===== src/rtl/fetch_sequencer.sv =====
// Fetch-stage PC and instruction-memory request controller.
// Latency: start -> imem_req_o after one edge; imem_ack_i -> instr_valid_o after one edge.
// Backpressure: stall_i holds the issued instruction and PC in ISSUE; one request outstanding.
//
// Ports:
//   clk_i, rst_ni              clock (rising edge) and asynchronous active-low reset
//   start_i                    begin fetching (sampled only in IDLE)
//   stall_i                    decode not ready; hold current instruction
//   branch_taken_i/target_i    redirect request, sampled in ISSUE when not stalled
//   imem_req_o/addr_o          memory request (held until ack) and its address (== pc_o)
//   imem_ack_i/data_i          memory response
//   instr_o, instr_valid_o     registered instruction presented to decode
//   pc_o                       address of the current or pending instruction
//   fault_o                    sticky error flag (timeout or misaligned branch)

module fetch_sequencer #(
   parameter int              WORD     = 64,
   parameter logic [WORD-1:0] RESET_PC = '0,
   parameter int              TIMEOUT  = 8
) (
   input  logic            clk_i,
   input  logic            rst_ni,
   input  logic            start_i,
   input  logic            stall_i,
   input  logic            branch_taken_i,
   input  logic [WORD-1:0] branch_target_i,
   output logic            imem_req_o,
   output logic [WORD-1:0] imem_addr_o,
   input  logic            imem_ack_i,
   input  logic [31:0]     imem_data_i,
   output logic [31:0]     instr_o,
   output logic            instr_valid_o,
   output logic [WORD-1:0] pc_o,
   output logic            fault_o
);

   // Counter only needs to hold 0..TIMEOUT-1: the TIMEOUT-th miss faults instead of counting.
   localparam int CW = (TIMEOUT > 1) ? $clog2(TIMEOUT) : 1;

   typedef enum logic [1:0] {
      S_IDLE  = 2'd0,
      S_FETCH = 2'd1,
      S_ISSUE = 2'd2,
      S_FAULT = 2'd3
   } state_t;

   state_t          state_q, state_d;
   logic [WORD-1:0] pc_q, pc_d;
   logic [31:0]     instr_q, instr_d;
   logic [CW-1:0]   wait_cnt_q, wait_cnt_d;

   always_ff @(posedge clk_i or negedge rst_ni) begin
      if (!rst_ni) begin
         state_q    <= S_IDLE;
         pc_q       <= RESET_PC;
         instr_q    <= '0;
         wait_cnt_q <= '0;
      end else begin
         state_q    <= state_d;
         pc_q       <= pc_d;
         instr_q    <= instr_d;
         wait_cnt_q <= wait_cnt_d;
      end
   end

   always_comb begin
      state_d    = state_q;
      pc_d       = pc_q;
      instr_d    = instr_q;
      wait_cnt_d = wait_cnt_q;
      case (state_q)
         S_IDLE: begin
            if (start_i) begin
               state_d    = S_FETCH;
               wait_cnt_d = '0;
            end
         end
         S_FETCH: begin
            // Ack wins over timeout, even on the last permitted cycle.
            if (imem_ack_i) begin
               instr_d = imem_data_i;
               state_d = S_ISSUE;
            end else if (wait_cnt_q == CW'(TIMEOUT - 1)) begin
               state_d = S_FAULT;
            end else begin
               wait_cnt_d = wait_cnt_q + CW'(1);
            end
         end
         S_ISSUE: begin
            if (!stall_i) begin
               wait_cnt_d = '0;
               if (branch_taken_i) begin
                  // The bad target is kept in pc for post-mortem inspection.
                  pc_d    = branch_target_i;
                  state_d = (branch_target_i[1:0] != 2'b00) ? S_FAULT : S_FETCH;
               end else begin
                  pc_d    = pc_q + WORD'(4);
                  state_d = S_FETCH;
               end
            end
         end
         S_FAULT: begin
            state_d = S_FAULT;
         end
         default: begin
            state_d = S_IDLE;
         end
      endcase
   end

   assign imem_req_o    = (state_q == S_FETCH);
   assign instr_valid_o = (state_q == S_ISSUE);
   assign fault_o       = (state_q == S_FAULT);
   assign imem_addr_o   = pc_q;
   assign pc_o          = pc_q;
   assign instr_o       = instr_q;

endmodule


===== config.mk =====
export PLATFORM = sky130hd
export DESIGN_NAME = fetch_sequencer
export DESIGN_NICKNAME = d
export VERILOG_FILES = /design/src/rtl/fetch_sequencer.sv
export SDC_FILE = /design/constraint.sdc
export NUM_CORES = 1
export LEC_CHECK = 0
export BUFFER_PORTS_ARGS = -buffer_cell sky130_fd_sc_hd__buf_2
export CORE_UTILIZATION = 49
export CTS_CLUSTER_DIAMETER = 120
export DETAILED_ROUTE_END_ITERATION = 7
export PLACE_DENSITY = 0.82
export SKIP_LAST_GASP = 1
export SYNTH_ARGS = -nofsm -noshare
export SYNTH_HDL_FRONTEND = slang
export SYNTH_SLANG_ARGS = --single-unit

===== constraint.sdc =====
create_clock -name clk_i -period 3.1 [get_ports clk_i]
set_clock_uncertainty 0.15 [all_clocks]
set_input_delay 0.155 -clock clk_i [delete_from_list [all_inputs] [get_ports clk_i]]
set_output_delay 0.155 -clock clk_i [all_outputs]
set_load 0.1 [all_outputs]

==> results.ini <==
[timing]
fmax_ghz=0.376
worst_slack_ns=0.441
timing.final.crit_share_pct=85.8
worst_slew_pin_slew_ns=0.726
slew_headroom_pct=51.5
rsz0062_at_grt=false
hold_viol=0
fin_crit_ns=2.66
slew_viol_final=0
setup_viol=0

[synth]
yosysUniqueCellTypes=54
synth_edf_count=0
synth_top_cell_by_area=dfrtp_1
yosys_register_bits=101
syn-instance-count=692
yosys-top-cells-area=dfrtp_1 (41%), buf_4 (8.0%), mux2_2 (6.2%)
synth_flop_cell=dfrtp_1
synth_common_cells=dfrtp_1 (101), buf_4 (66), nand2_1 (53)
synth_most_common_cell=dfrtp_1
syn_area_mm2=0.00621
avgSynthCellArea_um2=8.98
synthArstFlopShare_pct=100
netlist.area_leader.share_pct=40.7
yosysWarnings=0
yosysSeqAreaShare_pct=40.7
synth_nets=797

[pwr]
p_leak_nw=3.87
powerDensity_mw_per_mm2=729
clkPwrFrac_pct=18.9
p_sw_mw=3.38
finalPower_mw=6.16
vdd_drop_max_mv=1.07
p_int_mw=2.78
p_sw_share_pct=54.9
p_comb_share_pct=52.0
power_frac_seq_pct=29.1

[worst_setup_path]
reg2reg_from=imem_addr_o[37]$_DFFE_PN0P_
cpPeakStageDelay_ns=0.68
cp-start-kind=register
worstPathCellList=and4_1 > nand3_2 > or4_1 > or3_1 > a31oi_1 > nand3_1
cp_max_fo=9
cp_num_buf_inv=0
worst_setup_path_end_kind=register
crit_path_top_delay_cell=or4_1
cp.required_ns=3.19
crit_start=imem_addr_o[37]$_DFFE_PN0P_
crit_type=register to register
path_delay_family=simple AND/OR/NAND/NOR gates
arrival_ns=2.75

[drt]
drtIter0Drc=461
drt-vias-per-instance=5.75
drc_errors=0
first_pass_iters=5
routed-via-count=6570
postRouteAntennaNets=0
routed_wl_um=21300
wl_per_cell_um=18.6

[global_route]
grt_overflow=0
grt_pass1_wl_um=32900
gr-usage-all-layers_pct=32.6
grt_max_degree=86
grt_pass1_vias=6277
antenna_found_initial=1

[place]
place_hpwl_um=14000
port_buffers=264
dp.cells=1034
pre_cts_slack_ns=0.501
gp_congestion=0.970

[cells_and_area]
drive_above_1_share_pct=35.7
n_fill_cell=940
nets=1073
final_util_pct=69.5
syn_to_final_growth_pct=36.0
regArea_mm2=0.00253
multi_input_area_mm2=0.00301
fin_cells=1142

[status]
outcome=finished clean

[cts]
insertion_delay_ns=0.36
cts_made_buffers=9
clock_path_buffers=2
tritoncts=yes
root_buffer=clkbuf_16
cts_sinks=101
htreeDepth=3
clk_pin_slew_ns=0.07
ctsResizeCount=0

[floorplan]
row_count=40
ios=265
die_x_um=115
die_area_mm2=0.0131
core_mm2=0.0122
fp.dieH_um=115
start_util_pct=51.1

[hold_path]
min_from=imem_ack_i
hp-class=input port to register

[run]
cap_violations=0

-- layout by cell type, fill, tap and decap left out, types with 7 or more instances in the layout --
master | Yosys | final
buf_2 | 3 | 263
dfrtp_1 | 101 | 96
dlygate4sd3_1 | 0 | 91
nand2_1 | 53 | 53
a21oi_1 | 46 | 46
nand3_1 | 45 | 45
nor2_1 | 43 | 43
o22ai_1 | 39 | 39
nor3_1 | 36 | 36
mux2_2 | 34 | 34
nand4_1 | 22 | 22
mux2i_1 | 19 | 19
o21ai_0 | 15 | 15
and3_1 | 14 | 14
buf_4 | 66 | 13
inv_1 | 10 | 10
a22oi_1 | 9 | 9
clkbuf_16 | 0 | 9
and4_1 | 8 | 8
nor4_1 | 8 | 8
or4_1 | 7 | 7
-- what timing repair did --
| action | 4_1_cts | 5_1_grt |
|---|---|---|
| buffers inserted | 0 | 0 |
| hold buffers | 91 | 0 |
| endpoints found under the hold margin | 135 | 0 |
-- power groups by stage --
stage          clock network (mW)  registers [mW]  logic, mW
5_1_grt                      1.21            1.83       3.27
6_report                     1.16            1.79       3.20
3_3_place_gp                    0            1.77       3.05
2_1_floorplan                   0            3.64      0.753
4_1_cts                      1.17            1.77       3.17
3_5_place_dp                    0            1.79       3.08
-- through the flow --
step	instance area (um^2)	hold WS [ns]	setup TNS (ns)
5_1_grt	8450	0.0124	0
3_3_place_gp	7240	0.0687	0
3_5_place_dp	7240	0.0705	0
6_report	8450	0.00792	0
2_1_floorplan	6220	-0.291	-0.0238
4_1_cts	8450	0.00309	0
-- registers in the layout, summed over array words and instances, names as in the netlist --
| signal | flops |
|---|---|
| imem_addr_o | 64 |
| state_q | 2 |
| instr_o | 32 |
| wait_cnt_q | 3 |
-- tightest hold or removal path, stage by stage --
cell	delay, ns
buf_2	0.10
nor2b_1	0.04
nor3_1	0.12
a21oi_1	0.06
-- cells by family after synthesis --
family,count (synthesis),synth area share (%)
AOI/OAI and AO/OA,153,15.6
adders and majority gates,3,0.604
DFF,101,40.7
and+or+nand+nor,267,22.9
muxes,53,9.22
buffers and inverters,115,11.0
-- worst paths after layout --
path / endpoint / slack (ns) / depth (start not counted)
setup / recovery: imem_addr_o[58]$_DFFE_PN0P_ / 0.44 / 6
hold / removal: state_q[0]$_DFFE_PN0P_ / 0.008 / 4
setup reg to reg: imem_addr_o[58]$_DFFE_PN0P_ / 0.44 / 6
hold reg to reg: instr_o[30]$_DFFE_PN0P_ / 0.36 / 1
max in group asynchronous: imem_addr_o[14]$_DFFE_PN0P_ / 1.83 / 3
min in group asynchronous: imem_addr_o[44]$_DFFE_PN0P_ / 0.24 / 2
-- area by class of cell --
cell class / count / share of cell area [%]
tap: 168 / 2.49
clock buffer: 11 / 2.75
timing repair buffer: 369 / 28.0
sequential: 101 / 30.0
inverter: 11 / 0.489
clock inverter: 5 / 0.711
antenna: 1 / 0.0296
multi-input combinational: 476 / 35.6
-- metal layers --
layer / GRT usage (%) / up-vias / share of wire, %
met2: 56.2 / 301 / 50
met5: 0 / - / 0
li1: - / 3070 / -
met4: 14.1 / 0 / 3.4
met3: 7.89 / 53 / 7.4
met1: 38.7 / 3146 / 39
No activity file was read; power rests on OpenSTA's default activity.
